### config.mk
export PLATFORM = sky130hd
export DESIGN_NAME = writeback_stage
export DESIGN_NICKNAME = d
export VERILOG_FILES = /design/src/rtl/wb_pkg.sv /design/src/rtl/load_align.sv /design/src/rtl/writeback_stage.sv
export SDC_FILE = /design/constraint.sdc
export NUM_CORES = 1
export LEC_CHECK = 0
export CAP_MARGIN = 10
export CORE_UTILIZATION = 49
export CTS_CLUSTER_SIZE = 10
export DETAILED_ROUTE_END_ITERATION = 8
export GPL_TIMING_DRIVEN = 0
export PLACE_DENSITY = 0.92
export SLEW_MARGIN = 0
export SYNTH_ARGS = -nofsm -noshare
export SYNTH_HDL_FRONTEND = slang
export SYNTH_SLANG_ARGS = --single-unit
export TNS_END_PERCENT = 20
### constraint.sdc
create_clock -name clk -period 3.8 [get_ports clk]
set_input_delay 0.95 -clock clk [delete_from_list [all_inputs] [get_ports clk]]
set_output_delay 0.95 -clock clk [all_outputs]
set_load 0.05 [all_outputs]
### src/rtl/wb_pkg.sv
`default_nettype none
// ============================================================================
// Module   : wb_pkg
// Purpose  : Shared encodings for the writeback stage. It holds the load length
//            codes, the writeback source select and the FSM state type.
// Revision : 1.0 - initial release
// ============================================================================
package wb_pkg;

    // number_length[1:0] access size codes
    localparam logic [1:0] LEN_B = 2'b00;
    localparam logic [1:0] LEN_H = 2'b01;
    localparam logic [1:0] LEN_W = 2'b10;
    localparam logic [1:0] LEN_D = 2'b11;

    // number_length[LEN_UNSIGNED_BIT] = 1 selects zero extension
    localparam int LEN_UNSIGNED_BIT = 2;

    // writeback_src select
    localparam logic WB_SRC_EX  = 1'b0;
    localparam logic WB_SRC_MEM = 1'b1;

    typedef enum logic [1:0] {
        IDLE     = 2'd0,
        COMMIT   = 2'd1,
        WAIT_MEM = 2'd2
    } wb_state_t;

endpackage
`default_nettype wire

### src/rtl/load_align.sv
`default_nettype none
// ============================================================================
// Module   : load_align
// Purpose  : Combinational load data aligner. It selects the byte, half, word
//            or dword field from a raw memory word at an offset aligned to the
//            access size, then sign-extends or zero-extends it to DATA_W.
// Ports    : mem_rdata     in  DATA_W  raw load data word
//            addr_lo       in  OFF_W   byte offset inside the word
//            number_length in  3       [1:0] size, [2] 1 = unsigned
//            load_data     out DATA_W  aligned, extended value
// Revision : 1.0 - initial release
// ============================================================================
module load_align
    import wb_pkg::*;
#(
    parameter int DATA_W = 32,
    parameter int OFF_W  = $clog2(DATA_W/8)
) (
    input  logic [DATA_W-1:0] mem_rdata,
    input  logic [OFF_W-1:0]  addr_lo,
    input  logic [2:0]        number_length,
    output logic [DATA_W-1:0] load_data
);

    logic [OFF_W-1:0]  w_off;
    logic [DATA_W-1:0] w_shifted;
    logic [DATA_W-1:0] w_mask;
    logic              w_sign;
    logic              w_unsigned;

    assign w_unsigned = number_length[LEN_UNSIGNED_BIT];

    // Low offset bits are dropped to size alignment. A misaligned access is
    // trapped upstream, so masking is enough here.
    always_comb begin
        w_off = addr_lo;
        case (number_length[1:0])
            LEN_B:   w_off = addr_lo;
            LEN_H:   w_off = addr_lo & ~OFF_W'(1);
            LEN_W:   w_off = addr_lo & ~OFF_W'(3);
            default: w_off = '0;
        endcase
    end

    assign w_shifted = mem_rdata >> {w_off, 3'b000};

    // w_mask covers the field width. Bits outside the mask receive the sign
    // when the access is signed. A field that fills DATA_W has an all-ones
    // mask, so the sign bit has no effect. This covers word at 32 bits and
    // dword at 64 bits. At DATA_W=32 the dword code also lands on the
    // full-width case: offset 0 and an all-ones mask, the same as a word access.
    always_comb begin
        w_mask = '1;
        w_sign = 1'b0;
        case (number_length[1:0])
            LEN_B: begin
                w_mask = DATA_W'(8'hFF);
                w_sign = ~w_unsigned & w_shifted[7];
            end
            LEN_H: begin
                w_mask = DATA_W'(16'hFFFF);
                w_sign = ~w_unsigned & w_shifted[15];
            end
            LEN_W: begin
                w_mask = DATA_W'(32'hFFFF_FFFF);
                w_sign = ~w_unsigned & w_shifted[31];
            end
            default: begin
                w_mask = '1;
                w_sign = 1'b0;
            end
        endcase
    end

    assign load_data = (w_shifted & w_mask) | (w_sign ? ~w_mask : '0);

endmodule
`default_nettype wire

### src/rtl/writeback_stage.sv
`default_nettype none
// ============================================================================
// Module   : writeback_stage
// Purpose  : Handshaked writeback stage. It retires one instruction per cycle
//            from MEM and selects the EX result or aligned load data. It waits
//            for late load data, drives the register-file write port, gives
//            decode a busy/forward view of a pending load and counts retired
//            instructions.
// Ports    : clk, rst_n (async, active low), clear (sync flush)
//            in_valid/in_ready handshake; in_ex_result, in_rd_index,
//            in_number_length, in_writeback_valid, in_writeback_src, in_addr_lo
//            mem_rvalid, mem_rdata   late load data return
//            rf_we, rf_waddr, rf_wdata   register-file write port (registered)
//            fwd_busy, fwd_index         pending-load view (registered)
//            retire_cnt                  committed instruction count
// Revision : 1.0 - initial release
// ============================================================================
module writeback_stage
    import wb_pkg::*;
#(
    parameter int DATA_W    = 32,
    parameter int REG_IDX_W = 5,
    parameter int CNT_W     = 32,
    parameter int OFF_W     = $clog2(DATA_W/8)
) (
    input  logic                 clk,
    input  logic                 rst_n,
    input  logic                 clear,
    input  logic                 in_valid,
    output logic                 in_ready,
    input  logic [DATA_W-1:0]    in_ex_result,
    input  logic [REG_IDX_W-1:0] in_rd_index,
    input  logic [2:0]           in_number_length,
    input  logic                 in_writeback_valid,
    input  logic                 in_writeback_src,
    input  logic [OFF_W-1:0]     in_addr_lo,
    input  logic                 mem_rvalid,
    input  logic [DATA_W-1:0]    mem_rdata,
    output logic                 rf_we,
    output logic [REG_IDX_W-1:0] rf_waddr,
    output logic [DATA_W-1:0]    rf_wdata,
    output logic                 fwd_busy,
    output logic [REG_IDX_W-1:0] fwd_index,
    output logic [CNT_W-1:0]     retire_cnt
);

    wb_state_t             r_state;
    wb_state_t             w_state_nxt;

    // Load context latched at acceptance and used when the data returns
    logic [REG_IDX_W-1:0]  r_rd;
    logic [2:0]            r_len;
    logic [OFF_W-1:0]      r_off;

    logic                  w_commit;
    logic                  w_latch;
    logic                  w_we_nxt;
    logic [REG_IDX_W-1:0]  w_waddr_nxt;
    logic [DATA_W-1:0]     w_wdata_nxt;
    logic [DATA_W-1:0]     w_load_val;
    logic [REG_IDX_W-1:0]  w_fwd_rd;

    load_align #(
        .DATA_W (DATA_W),
        .OFF_W  (OFF_W)
    ) u_load_align (
        .mem_rdata     (mem_rdata),
        .addr_lo       (r_off),
        .number_length (r_len),
        .load_data     (w_load_val)
    );

    assign in_ready = (r_state != WAIT_MEM);

    // Next-state and commit data. clear overrides everything: a pending load
    // is dropped, and the in_valid of the clear cycle is not accepted.
    always_comb begin
        w_state_nxt = r_state;
        w_commit    = 1'b0;
        w_latch     = 1'b0;
        w_we_nxt    = 1'b0;
        w_waddr_nxt = '0;
        w_wdata_nxt = '0;
        if (clear) begin
            w_state_nxt = IDLE;
        end else begin
            case (r_state)
                IDLE, COMMIT: begin
                    if (in_valid) begin
                        if (in_writeback_valid && (in_writeback_src == WB_SRC_MEM)) begin
                            // An mem_rvalid in this cycle belongs to an older request
                            w_state_nxt = WAIT_MEM;
                            w_latch     = 1'b1;
                        end else begin
                            w_state_nxt = COMMIT;
                            w_commit    = 1'b1;
                            w_we_nxt    = in_writeback_valid && (in_rd_index != '0);
                            w_waddr_nxt = in_rd_index;
                            w_wdata_nxt = in_ex_result;
                        end
                    end else begin
                        w_state_nxt = IDLE;
                    end
                end
                WAIT_MEM: begin
                    if (mem_rvalid) begin
                        w_state_nxt = COMMIT;
                        w_commit    = 1'b1;
                        w_we_nxt    = (r_rd != '0);
                        w_waddr_nxt = r_rd;
                        w_wdata_nxt = w_load_val;
                    end
                end
                default: w_state_nxt = IDLE;
            endcase
        end
    end

    assign w_fwd_rd = w_latch ? in_rd_index : r_rd;

    always_ff @(posedge clk or negedge rst_n) begin
        if (!rst_n) begin
            r_state <= IDLE;
        end else begin
            r_state <= w_state_nxt;
        end
    end

    always_ff @(posedge clk or negedge rst_n) begin
        if (!rst_n) begin
            rf_we      <= 1'b0;
            rf_waddr   <= '0;
            rf_wdata   <= '0;
            fwd_busy   <= 1'b0;
            fwd_index  <= '0;
            retire_cnt <= '0;
            r_rd       <= '0;
            r_len      <= '0;
            r_off      <= '0;
        end else begin
            rf_we <= w_we_nxt;
            if (w_commit) begin
                rf_waddr <= w_waddr_nxt;
                rf_wdata <= w_wdata_nxt;
            end
            // Forward view tracks the state being entered, so it is
            // valid in the same cycle the stage sits in WAIT_MEM
            fwd_busy  <= (w_state_nxt == WAIT_MEM) && (w_fwd_rd != '0);
            fwd_index <= (w_state_nxt == WAIT_MEM) ? w_fwd_rd : '0;
            // Every COMMIT cycle retires, even under clear or a suppressed write
            if (r_state == COMMIT) begin
                retire_cnt <= retire_cnt + CNT_W'(1);
            end
            if (w_latch) begin
                r_rd  <= in_rd_index;
                r_len <= in_number_length;
                r_off <= in_addr_lo;
            end
        end
    end

endmodule
`default_nettype wire

==> results of run 1 <==
-- worst max path at each step --
stage,startpoint,to
2_1_floorplan,in_valid,fwd_busy$_DFF_PN0_
3_3_place_gp,rst_n,rf_wdata[13]$_DFFE_PN0P_
3_5_place_dp,in_writeback_valid,fwd_busy$_DFF_PN0_
4_1_cts,r_state[0]$_DFF_PN0_,in_ready
5_1_grt,mem_rdata[31],rf_wdata[23]$_DFFE_PN0P_
6_report,r_state[0]$_DFF_PN0_,in_ready
-- report_power, final --
| group | leakage, uW | switching, uW | internal (uW) |
|---|---|---|---|
| sequential | 0.00112 | 116 | 1070 |
| clock | 0.0000822 | 364 | 242 |
| combinational | 0.00145 | 755 | 470 |
-- layout make-up --
cell class	count	area, um^2
Buffer	21	85.1
Clock buffer	9	124
Clock inverter	7	53.8
Fill cell	606	2390
Inverter	10	37.5
Multi-Input combinational cell	275	2060
Sequential cell	88	2200
Tap cell	108	135
Timing Repair Buffer	158	1600
-- flip-flops by register name (all words and copies together), names as in the netlist --
name and flops:
rf_we 1, r_len 3, fwd_busy 1, r_off 2, retire_cnt 32, r_rd 5
rf_waddr 5, rf_wdata 32, fwd_index 5, r_state 2
-- through the flow --
step | hold WS, ns | power [uW] | utilization, %
CTS | 0.474 | 3020 | 72.5
global placement | 0.457 | 2380 | 70.1
finish | 0.470 | 3020 | 72.5
global route | 0.485 | 3140 | 72.5
floorplan | 0.481 | 1950 | -
detailed placement | 0.456 | 2410 | 70.4
-- cells in the final DEF (no fill, tap or decap), types with 5 or more instances in the layout --
| master | count |
|---|---|
| sky130_fd_sc_hd__a21oi_1 | 8 |
| sky130_fd_sc_hd__a221oi_1 | 24 |
| sky130_fd_sc_hd__a22oi_1 | 14 |
| sky130_fd_sc_hd__and3_1 | 10 |
| sky130_fd_sc_hd__buf_2 | 5 |
| sky130_fd_sc_hd__clkbuf_1 | 14 |
| sky130_fd_sc_hd__clkbuf_8 | 9 |
| sky130_fd_sc_hd__clkdlybuf4s50_1 | 156 |
| sky130_fd_sc_hd__dfrtp_1 | 88 |
| sky130_fd_sc_hd__ha_1 | 6 |
| sky130_fd_sc_hd__inv_1 | 9 |
| sky130_fd_sc_hd__mux2_2 | 11 |
| sky130_fd_sc_hd__mux2i_1 | 5 |
| sky130_fd_sc_hd__mux4_1 | 5 |
| sky130_fd_sc_hd__nand2_1 | 35 |
| sky130_fd_sc_hd__nand2b_1 | 5 |
| sky130_fd_sc_hd__nand3_1 | 10 |
| sky130_fd_sc_hd__nand4_1 | 7 |
| sky130_fd_sc_hd__nor2_1 | 27 |
| sky130_fd_sc_hd__nor3b_1 | 8 |
| sky130_fd_sc_hd__nor4bb_1 | 8 |
| sky130_fd_sc_hd__o21ai_0 | 10 |
| sky130_fd_sc_hd__o22ai_1 | 16 |
| sky130_fd_sc_hd__xnor2_1 | 24 |
| sky130_fd_sc_hd__xor2_1 | 7 |
-- kinds of logic after synthesis --
logic type / count (synthesis)
and+or+nand+nor: 130
DFF: 88
AOI/OAI and AO/OA: 84
xor gates and xnor gates: 31
buffers and inverters: 31
muxes: 24
adders and majority gates: 6
-- synthesized netlist by cell type (3+ instances only) --
library cell | n | area (um^2)
sky130_fd_sc_hd__a21oi_1 | 8 | 40.0
sky130_fd_sc_hd__a221oi_1 | 24 | 210
sky130_fd_sc_hd__a22oi_1 | 14 | 105
sky130_fd_sc_hd__and3_1 | 10 | 62.6
sky130_fd_sc_hd__and4_1 | 4 | 35.0
sky130_fd_sc_hd__buf_2 | 5 | 25.0
sky130_fd_sc_hd__clkbuf_1 | 14 | 52.6
sky130_fd_sc_hd__dfrtp_1 | 88 | 2200
sky130_fd_sc_hd__ha_1 | 6 | 75.1
sky130_fd_sc_hd__inv_1 | 9 | 33.8
sky130_fd_sc_hd__mux2_2 | 11 | 124
sky130_fd_sc_hd__mux2i_1 | 5 | 50.1
sky130_fd_sc_hd__mux4_1 | 5 | 131
sky130_fd_sc_hd__mux4_2 | 3 | 67.6
sky130_fd_sc_hd__nand2_1 | 35 | 131
sky130_fd_sc_hd__nand2b_1 | 5 | 31.3
sky130_fd_sc_hd__nand3_1 | 10 | 50.1
sky130_fd_sc_hd__nand4_1 | 7 | 43.8
sky130_fd_sc_hd__nor2_1 | 27 | 101
sky130_fd_sc_hd__nor2b_1 | 3 | 18.8
sky130_fd_sc_hd__nor3_1 | 4 | 20.0
sky130_fd_sc_hd__nor3b_1 | 8 | 60.1
sky130_fd_sc_hd__nor4bb_1 | 8 | 80.1
sky130_fd_sc_hd__o21ai_0 | 10 | 50.1
sky130_fd_sc_hd__o22ai_1 | 16 | 100
sky130_fd_sc_hd__xnor2_1 | 24 | 210
sky130_fd_sc_hd__xor2_1 | 7 | 61.3
-- routing by layer --
layer / part of all wire [%] / track usage [%] / up-vias
met5: 0 / 0 / -
met4: 2.7 / 11.8 / 0
met3: 9.0 / 7.20 / 32
met2: 51 / 50.3 / 223
met1: 37 / 34.5 / 1968
li1: - / - / 1810
==> impl_metrics.sql, run 1 <==
INSERT INTO impl_metrics (metric_group, metric, value, unit) VALUES
('drt', 'detail_route.iter0.violations', '155', ''),
('worst_hold_path', 'hold_path_startpoint', 'retire_cnt[31]$_DFFE_PN0N_', ''),
('logic_synthesis', 'yosys_warnings', '0', ''),
('worst_setup_path', 'path_max_fanout', '5', ''),
('placed_design', 'place.gp.congestion', '0.886', ''),
('clocking', 'post_cts_resized', '0', ''),
('placed_design', 'dpl_worst_slack', '0.756', 'ns'),
('floorplan', 'dieArea', '0.00932', 'mm^2'),
('cells_and_area', 'final_nets', '650', ''),
('worst_hold_path', 'hold-path-cell-count', '1', ''),
('clocking', 'cts_htree_levels', '3', ''),
('worst_hold_path', 'min_to', 'retire_cnt[31]$_DFFE_PN0N_', ''),
('drt', 'final_antenna_net_count', '0', ''),
('placed_design', 'hpwl', '9910', 'um'),
('timing', 'timing.final.ws_setup', '0.973', 'ns'),
('logic_synthesis', 'proportion_of_synthesized_area_in_mux_cells', '8.51', '%'),
('global_routing', 'grt_pass1_vias', '4109', ''),
('placed_design', 'placed_cells', '660', ''),
('clocking', 'cts.path.max_buffers', '2', ''),
('power', 'power.static_leakage', '0.00266', 'uW'),
('logic_synthesis', 'ys.flop_type', 'sky130_fd_sc_hd__dfrtp_1', ''),
('logic_synthesis', 'synth_sequential_area_ratio', '50.3', '%'),
('drt', 'remaining_drc_errors', '0', ''),
('timing', 'relSlewSlack', '55.7', '%'),
('floorplan', 'std_cell_rows', '34', ''),
('logic_synthesis', 'netlist-cell-type-count', '48', ''),
('floorplan', 'chipWidth', '96.6', 'um'),
('cells_and_area', 'drive_above_1_share', '7.92', '%'),
('worst_setup_path', 'worstSetupEndpointType', 'primary output', ''),
('floorplan', 'design.portCount', '158', ''),
('drt', 'wl_per_cell', '19.2', 'um'),
('logic_synthesis', 'postSynth.asyncResetShare', '100', '%'),
('floorplan', 'die-height', '96.6', 'um'),
('cells_and_area', 'stdcell_count', '676', ''),
('worst_setup_path', 'family_with_the_most_delay_on_the_worst_path', 'buffers and inverters', ''),
('worst_setup_path', 'r2r_slack', '1.25', 'ns'),
('worst_setup_path', 'reg2reg_depth', '7', ''),
('clocking', 'cts.sinks', '88', ''),
('flow_run', 'timing.max_cap.violations', '0', ''),
('timing', 'fmax', '354', 'MHz'),
('worst_setup_path', 'nature_of_the_critical_path_startpoint', 'flop', ''),
('drt', 'route.vias.total', '4033', ''),
('timing', 'maxSlewViolCount', '0', ''),
('placed_design', 'placed_cell_area', '0.00611', 'mm^2'),
('floorplan', 'core_area', '0.00868', 'mm^2'),
('timing', 'setup_repair_after_global_routing_missed_its_margin', 'false', ''),
('drt', 'postRouteWirelength', '13000', 'um'),
('timing', 'skew', '0.00926', 'ns'),
('clocking', 'clock_insertion_delay_worst_skew', '0.37', 'ns'),
('timing', 'fin_setup_tns', '0', 'ns'),
('outcome', 'outcome', 'completed', ''),
('worst_setup_path', 'critical_path_start_end_classification', 'flop to primary output', ''),
('timing', 'finalCriticalPeriod', '2.83', 'ns'),
('logic_synthesis', 'syn-cell-area', '0.00438', 'mm^2'),
('clocking', 'cts_made_buffers', '9', ''),
('global_routing', 'global_route_wire_length_before_repair', '20200', 'um'),
('logic_synthesis', 'synth.ff_latch_count', '88', ''),
('drt', '1st_pass_router_iterations', '5', ''),
('worst_setup_path', 'critical-path-slowest-cell', 'sky130_fd_sc_hd__clkdlybuf4s50_1', ''),
('cells_and_area', 'n_antenna_cell', '0', ''),
('floorplan', 'start_util', '50.5', '%'),
('logic_synthesis', 'yosys.area_share.xor_xnor', '6.20', '%'),
('logic_synthesis', 'synthesis.nets', '481', ''),
('global_routing', 'grt_start_max_net_pins', '62', ''),
('timing', 'worst_pin_slew', '0.659', 'ns'),
('logic_synthesis', 'synth_edf_count', '0', ''),
('logic_synthesis', 'yosys.area_share.simple', '16.2', '%'),
('logic_synthesis', 'netlist_instances', '394', ''),
('placed_design', 'portBuffers', '157', ''),
('drt', 'post_drt_via_cell_ratio', '5.97', ''),
('logic_synthesis', 'avgSynthCellArea', '11.1', 'um^2');
(Power assumes the default switching activity.)
==> run 2, diff against run 1 <==
Settings changed: CORE_UTILIZATION 49 to 41, PLACE_DENSITY 0.92 to 0.82.
Clock period 3.8 ns to 2.39 ns, I/O delays scaled along.
==> run 2 against run 1 <==
Combinational power rose by 62%. Non-clock buffer count rose by 3. Critical path type is now flop to flop. Hold slack got worse by 0.35 ns. Clock-buffer cell count did not move. Sequential cell count did not move. First-iteration DRC count rose by 24%. Clock skew fell by 0.00087 ns. Routed wire length fell by 1.1%. Register-to-register slack got worse by 1.1 ns. Critical path depth rose by 5. Highest routed layer unchanged. Setup slack got worse by 0.87 ns.
==> impl_metrics.sql, run 2 (synthesis gave the netlist of run 1 again) <==
INSERT INTO impl_metrics (metric_group, metric, value, unit) VALUES
('flow_run', 'timing.max_cap.violations', '0', ''),
('power', 'maximum_vdd_drop', '0.000433', 'V'),
('timing', 'worst_pin_slew', '0.621', 'ns'),
('cells_and_area', 'drive_above_1_share', '9.11', '%'),
('cells_and_area', 'post-route-util', '62.1', '%'),
('drt', 'remaining_drc_errors', '0', ''),
('cells_and_area', 'final_common_cell', 'sky130_fd_sc_hd__clkdlybuf4s50_1', ''),
('drt', 'wl_per_cell', '18.2', 'um'),
('clocking', 'path_clk_slew', '0.09', 'ns'),
('global_routing', 'grt_usage', '23.8', '%'),
('outcome', 'outcome', 'completed', ''),
('power', 'power_density_over_the_cells', '782', 'mW/mm^2'),
('timing', 'setup_repair_after_global_routing_missed_its_margin', 'false', ''),
('floorplan', 'core_area', '0.0103', 'mm^2'),
('drt', 'postRouteWirelength', '12900', 'um'),
('cells_and_area', 'register_area', '0.00220', 'mm^2'),
('worst_setup_path', 'worstSetupEndpointType', 'flop', ''),
('cells_and_area', 'syn2layout_area_growth', '46.3', '%'),
('global_routing', 'grt_pass1_vias', '4132', ''),
('worst_setup_path', 'crit_path_cell_trace', 'inv_1, ha_2, nand2_4, mux4_2, o221a_4, a21oi_4, a21oi_1', ''),
('timing', 'timing.final.ws_setup', '0.102', 'ns'),
('clocking', 'cts-hold-fix-buffers', '0', ''),
('floorplan', 'start_util', '42.4', '%'),
('worst_setup_path', 'family_with_the_most_delay_on_the_worst_path', 'compound AO/OA/AOI/OAI gates', ''),
('placed_design', 'place.gp.congestion', '0.845', ''),
('worst_setup_path', 'slowest_delay', '0.59', 'ns'),
('placed_design', 'portBuffers', '157', ''),
('global_routing', 'number_of_antenna_violations_at_the_first_check_in_global_routing', '0', ''),
('drt', 'detail_route.iter0.violations', '192', ''),
('floorplan', 'chipWidth', '105', 'um'),
('clocking', 'cts_htree_levels', '3', ''),
('power', 'power.static_leakage', '0.00270', 'uW'),
('clocking', 'cts.path.max_buffers', '2', ''),
('timing', 'finalCriticalPeriod', '2.29', 'ns'),
('timing', 'relSlewSlack', '58.3', '%'),
('worst_setup_path', 'nature_of_the_critical_path_startpoint', 'flop', ''),
('clocking', 'cts.sinks', '88', ''),
('worst_setup_path', 'critPathBufInv', '1', ''),
('floorplan', 'design.portCount', '158', ''),
('timing', 'skew', '0.00839', 'ns'),
('drt', 'final_antenna_net_count', '0', ''),
('global_routing', 'globalRouteOverflowTotal', '0', ''),
('floorplan', 'dieArea', '0.0111', 'mm^2'),
('timing', 'hold_violations', '0', ''),
('clocking', 'clock_insertion_delay_worst_skew', '0.36', 'ns'),
('cells_and_area', 'n_antenna_cell', '0', ''),
('clocking', 'clock_tree_from_tritoncts', 'yes', ''),
('clocking', 'cts_made_buffers', '9', ''),
('floorplan', 'std_cell_rows', '37', ''),
('worst_setup_path', 'worstPathRequired', '2.62', 'ns'),
('timing', 'final_setup_violation_count', '0', ''),
('cells_and_area', 'largest_registers', 'retire_cnt x32, rf_wdata x32', ''),
('cells_and_area', 'multi_input_area', '0.00208', 'mm^2'),
('global_routing', 'global_route_wire_length_before_repair', '20700', 'um'),
('drt', '1st_pass_router_iterations', '4', ''),
('worst_setup_path', 'critical_path_start_end_classification', 'flop to flop', ''),
('worst_hold_path', 'hp-class', 'input port to async pin', ''),
('cells_and_area', 'fillerInstances', '840', ''),
('drt', 'post_drt_via_cell_ratio', '5.59', ''),
('worst_setup_path', 'crit_arrival', '2.52', 'ns'),
('placed_design', 'dpl_worst_slack', '-0.266', 'ns'),
('drt', 'route.vias.total', '3955', ''),
('floorplan', 'die-height', '105', 'um'),
('clocking', 'cts.root.buffer_cell', 'sky130_fd_sc_hd__clkbuf_8', ''),
('cells_and_area', 'mostFrequentLayoutCells', '155 x sky130_fd_sc_hd__clkdlybuf4s50_1, 88 x sky130_fd_sc_hd__dfrtp_1, 35 x sky130_fd_sc_hd__nand2_1, 27 x sky130_fd_sc_hd__nor2_1', ''),
('timing', 'fmax', '437', 'MHz'),
('placed_design', 'hpwl', '10000', 'um'),
('worst_setup_path', 'path_max_fanout', '9', ''),
('global_routing', 'grt_start_max_net_pins', '67', ''),
('worst_setup_path', 'critical-path-slowest-cell', 'sky130_fd_sc_hd__mux4_2', ''),
('timing', 'maxSlewViolCount', '0', ''),
('timing', 'min_period_over_period', '95.7', '%'),
('cells_and_area', 'final_nets', '653', '');
[run 2: cell count changes in the layout (fill, tap and decap cells not counted), sizes merged]
cell           previous run  this run
bufinv                    0         2
dlygate4sd2               0         1
clkinv                    2         3
clkinvlp                  3         0
clkdlybuf4s50           156       155
buf                       9        12
[run 2: metrics by stage]
stage	area, um^2	hold WS [ns]	setup TNS (ns)	instances	power, uW
final	6410	0.124	0	707	5010
after global routing	6410	0.127	0	707	5220
after CTS	6370	0.127	0	704	4990
after detailed placement	6150	0.470	-7.67	688	3850
after global placement	6120	0.457	-214.36	687	3780
after floorplan	4380	0.302	0	394	3090
[run 2: metal layers]
layer  vias to the layer above  track usage [%]  part of all wire (%)
met2                       184             40.7                    50
met4                         0             9.36                   2.6
met3                        28             6.12                   8.0
li1                       1813                -                     -
met1                      1930             28.7                    40
met5                         -                0                     0
[run 2: area by class of cell]
class | count | area share [%]
inverters | 10 | 0.586
flip-flops and latches | 88 | 34.4
plain buffers | 21 | 1.35
repair buffers | 161 | 25.2
clock buffers | 9 | 1.93
multi-input cells | 275 | 32.4
well taps | 136 | 2.66
clock inverters | 7 | 1.45
[run 2: power breakdown]
part           switching, uW  internal, uW  leakage (uW)
Clock                    554           591      0.000114
Combinational           1200           771       0.00147
Sequential               184          1710       0.00112
Total                   1940          3070       0.00270
[run 2: path summary, 6_finish.rpt]
check | start | to | slack [ns] | depth (start not counted)
worst min-delay path | rst_n | retire_cnt[4]$_DFFE_PN0N_ | 0.12 | 1
worst max-delay path | r_len[0]$_DFFE_PN0P_ | rf_wdata[31]$_DFFE_PN0P_ | 0.10 | 7
max in group asynchronous | rst_n | rf_wdata[19]$_DFFE_PN0P_ | 1.65 | 2
min in group clk | retire_cnt[31]$_DFFE_PN0N_ | retire_cnt[31]$_DFFE_PN0N_ | 0.48 | 1
worst min register to register | retire_cnt[31]$_DFFE_PN0N_ | retire_cnt[31]$_DFFE_PN0N_ | 0.48 | 1
worst max register to register | r_len[0]$_DFFE_PN0P_ | rf_wdata[31]$_DFFE_PN0P_ | 0.10 | 7
[run 2: timing repair]
item / in CTS / in global routing
endpoints found under the setup margin: 15 / 24
gates resized for setup: 4 / 5
pin swaps: 0 / 1
buffers inserted: 0 / 3
==> run 3, diff against run 2 <==
Settings changed: ABC_AREA from default to 1, CORE_UTILIZATION 41 to 51, PLACE_DENSITY 0.82 to 0.92.
Clock period 2.39 ns to 2.93 ns, I/O delays scaled along.
==> run 3 against run 2 <==
Sequential cell count unchanged. Via count up 30%. Clock power down 12%. Setup slack gained 0.25 ns. Hold slack gained 0.21 ns. Synthesized cell count is 74% higher. Die area down 7.5%. Non-clock buffer count unchanged.
==> impl_metrics.sql, run 3 <==
INSERT INTO impl_metrics (metric_group, metric, value, unit) VALUES
('cells_and_area', 'stdcell_count', '988', ''),
('clocking', 'cts-hold-fix-buffers', '0', ''),
('worst_setup_path', 'crit_arrival', '1.84', 'ns'),
('worst_setup_path', 'family_with_the_most_delay_on_the_worst_path', 'buffers and inverters', ''),
('outcome', 'outcome', 'completed', ''),
('logic_synthesis', 'postSynth.asyncResetShare', '100', '%'),
('cells_and_area', 'n_antenna_cell', '0', ''),
('placed_design', 'place.gp.congestion', '0.935', ''),
('worst_setup_path', 'nature_of_the_critical_path_startpoint', 'flop', ''),
('logic_synthesis', 'synthTopCellsByArea', 'sky130_fd_sc_hd__dfrtp_1 44%, sky130_fd_sc_hd__nand2_1 22%, sky130_fd_sc_hd__inv_1 4.2%, sky130_fd_sc_hd__nand3_1 3.3%, sky130_fd_sc_hd__nor2_1 3.2%', ''),
('floorplan', 'die-height', '101', 'um'),
('cells_and_area', 'fin_area', '0.00702', 'mm^2'),
('timing', 'setup_repair_after_global_routing_missed_its_margin', 'false', ''),
('drt', 'remaining_drc_errors', '0', ''),
('floorplan', 'design.portCount', '158', ''),
('clocking', 'cts.path.max_buffers', '2', ''),
('timing', 'min_period_over_period', '87.9', '%'),
('clocking', 'cts.root.buffer_cell', 'sky130_fd_sc_hd__clkbuf_8', ''),
('clocking', 'cts_setup_buffers', '0', ''),
('cells_and_area', 'mostFrequentLayoutCells', '291 x sky130_fd_sc_hd__nand2_1, 156 x sky130_fd_sc_hd__clkdlybuf4s50_1, 88 x sky130_fd_sc_hd__dfrtp_1, 56 x sky130_fd_sc_hd__inv_1, 43 x sky130_fd_sc_hd__nor2_1', ''),
('worst_setup_path', 'worstPathRequired', '2.20', 'ns'),
('drt', 'post_drt_via_cell_ratio', '5.19', ''),
('logic_synthesis', 'synth_common_cells', '291 x sky130_fd_sc_hd__nand2_1, 88 x sky130_fd_sc_hd__dfrtp_1, 56 x sky130_fd_sc_hd__inv_1, 43 x sky130_fd_sc_hd__nor2_1, 33 x sky130_fd_sc_hd__nand3_1', ''),
('logic_synthesis', 'synth_edf_count', '0', ''),
('cells_and_area', 'fillerInstances', '724', ''),
('timing', 'skew', '0.0127', 'ns'),
('cells_and_area', 'largest_registers', 'retire_cnt x32, rf_wdata x32', ''),
('global_routing', 'grt_usage', '31.0', '%'),
('timing', 'finalCriticalPeriod', '2.57', 'ns'),
('drt', 'route.vias.total', '5127', ''),
('worst_setup_path', 'cell_type_with_the_highest_occurrence_count_on_the_critical_path', 'sky130_fd_sc_hd__inv_2', ''),
('clocking', 'cts_htree_levels', '3', ''),
('global_routing', 'number_of_antenna_violations_at_the_first_check_in_global_routing', '0', ''),
('flow_run', 'timing.max_cap.violations', '0', ''),
('logic_synthesis', 'synth.ff_latch_count', '88', ''),
('drt', 'wl_per_cell', '15.4', 'um'),
('timing', 'maxSlewViolCount', '0', ''),
('floorplan', 'chipWidth', '101', 'um'),
('worst_setup_path', 'path_max_fanout', '3', ''),
('logic_synthesis', 'avgSynthCellArea', '7.34', 'um^2'),
('timing', 'relSlewSlack', '62.0', '%'),
('placed_design', 'portBuffers', '157', ''),
('clocking', 'post_cts_resized', '0', ''),
('placed_design', 'dpl_worst_slack', '0.279', 'ns'),
('floorplan', 'start_util', '53.4', '%'),
('floorplan', 'std_cell_rows', '35', ''),
('timing', 'final_setup_violation_count', '0', ''),
('worst_setup_path', 'critical-path-slowest-cell', 'sky130_fd_sc_hd__clkdlybuf4s50_1', ''),
('clocking', 'cts_made_buffers', '9', ''),
('logic_synthesis', 'post-synth-top-area-fraction', '43.8', '%'),
('cells_and_area', 'drive_above_1_share', '7.10', '%'),
('logic_synthesis', 'synth_sequential_area_ratio', '43.8', '%'),
('drt', '1st_pass_router_iterations', '4', ''),
('global_routing', 'global_route_wire_length_before_repair', '24500', 'um'),
('clocking', 'cts.sinks', '88', ''),
('cells_and_area', 'final_nets', '941', ''),
('logic_synthesis', 'netlist-cell-type-count', '34', ''),
('clocking', 'path_clk_slew', '0.10', 'ns'),
('timing', 'worst_pin_slew', '0.569', 'ns'),
('global_routing', 'grt_start_max_net_pins', '51', ''),
('power', 'maximum_vdd_drop', '0.000347', 'V'),
('global_routing', 'globalRouteOverflowTotal', '0', ''),
('logic_synthesis', 'netlist_instances', '685', ''),
('timing', 'fmax', '388', 'MHz'),
('cells_and_area', 'syn2layout_area_growth', '39.7', '%'),
('worst_setup_path', 'slowest_delay', '0.81', 'ns'),
('drt', 'detail_route.iter0.violations', '223', ''),
('cells_and_area', 'final_common_cell', 'sky130_fd_sc_hd__nand2_1', ''),
('placed_design', 'hpwl', '12200', 'um'),
('floorplan', 'core_area', '0.00942', 'mm^2'),
('placed_design', 'placed_cells', '972', ''),
('worst_setup_path', 'critPathBufInv', '3', ''),
('logic_synthesis', 'yosys_warnings', '0', ''),
('floorplan', 'dieArea', '0.0103', 'mm^2'),
('timing', 'fin_setup_tns', '0', 'ns'),
('clocking', 'clock_insertion_delay_worst_skew', '0.36', 'ns'),
('drt', 'postRouteWirelength', '15200', 'um'),
('worst_hold_path', 'hp-class', 'input port to async pin', ''),
('logic_synthesis', 'synthesis.nets', '772', ''),
('clocking', 'clock_tree_from_tritoncts', 'yes', ''),
('worst_setup_path', 'worstSetupEndpointType', 'primary output', ''),
('placed_design', 'placed_cell_area', '0.00679', 'mm^2'),
('timing', 'timing.final.ws_setup', '0.355', 'ns'),
('drt', 'final_antenna_net_count', '0', ''),
('logic_synthesis', 'yosys.cell_count.top_type', 'sky130_fd_sc_hd__nand2_1', ''),
('logic_synthesis', 'post_synth_top_area_cell', 'sky130_fd_sc_hd__dfrtp_1', ''),
('logic_synthesis', 'ys.flop_type', 'sky130_fd_sc_hd__dfrtp_1', ''),
('worst_setup_path', 'crit_path_cell_trace', 'inv_2, nor2_1, inv_2, clkdlybuf4s50_1', ''),
('worst_setup_path', 'critical_path_start_end_classification', 'flop to primary output', ''),
('power', 'power.static_leakage', '0.00345', 'uW'),
('power', 'power_density_over_the_cells', '567', 'mW/mm^2'),
('timing', 'hold_violations', '0', ''),
('global_routing', 'grt_pass1_vias', '5061', ''),
('logic_synthesis', 'syn-cell-area', '0.00503', 'mm^2');
-- run 3: cell types whose count changed after synthesis, sizes merged, moves of 10 or more --
cell    change
and3       -10
nand3      +25
a221oi     -24
a22oi      -14
nand2     +260
inv        +54
o22ai      -13
nor2       +22
a21oi      +18
-- run 3: metrics by stage --
step	util [%]	power (uW)	hold WS [ns]
floorplan	-	2430	0.437
global placement	71.8	2970	0.459
detailed placement	72.1	3000	0.463
CTS	74.6	3980	0.351
global route	74.6	4150	0.372
finish	74.6	3980	0.336
-- run 3: cell families (layout without fill, tap and decap cells) --
group | Yosys count | after routing | share of synthesized area, %
AO/OA/AOI/OAI | 65 | 65 | 7.51
flip-flops | 88 | 88 | 43.8
XOR/XNOR | 31 | 31 | 5.40
AND/OR/NAND/NOR | 404 | 404 | 34.0
buffers and inverters | 88 | 262 | 7.11
multiplexers | 3 | 3 | 0.672
adder cells (fa/ha/maj) | 6 | 6 | 1.49
-- run 3: cell type report --
class / count / area [um^2] / area share [%]
Timing Repair Buffer: 158 / 1600 / 22.7
Multi-Input combinational cell: 509 / 2470 / 35.2
Tap cell: 129 / 161 / 2.30
Sequential cell: 88 / 2200 / 31.4
Clock inverter: 7 / 113 / 1.60
Inverter: 64 / 240 / 3.42
Clock buffer: 9 / 124 / 1.76
Buffer: 24 / 118 / 1.67
-- run 3: path summary, 6_finish.rpt --
path / from / end / slack [ns] / depth (start not counted)
min reg2reg: rf_waddr[4]$_DFFE_PN0P_ / rf_waddr[4]$_DFFE_PN0P_ / 0.49 / 2
max: r_state[1]$_DFF_PN0_ / in_ready / 0.36 / 4
max reg2reg: r_len[0]$_DFFE_PN0P_ / rf_wdata[9]$_DFFE_PN0P_ / 0.76 / 13
min: rst_n / r_off[1]$_DFFE_PN0P_ / 0.34 / 1
max in group asynchronous: rst_n / rf_wdata[16]$_DFFE_PN0P_ / 1.96 / 2
min in group clk: rf_waddr[4]$_DFFE_PN0P_ / rf_waddr[4]$_DFFE_PN0P_ / 0.49 / 2
-- run 3: routing by layer --
layer	share of wire, %	GRT usage [%]	vias to the layer above
met1	42	39.3	2402
met2	49	54.3	225
met5	0	0	-
met3	6.7	4.55	31
met4	2.1	10.6	0
li1	-	-	2469
-- run 3: power breakdown --
part | leakage [uW] | switching, uW | internal (uW) | total [uW]
Sequential | 0.00114 | 125 | 1370 | 1500
Clock | 0.000115 | 501 | 500 | 1000
Combinational | 0.00220 | 957 | 527 | 1480
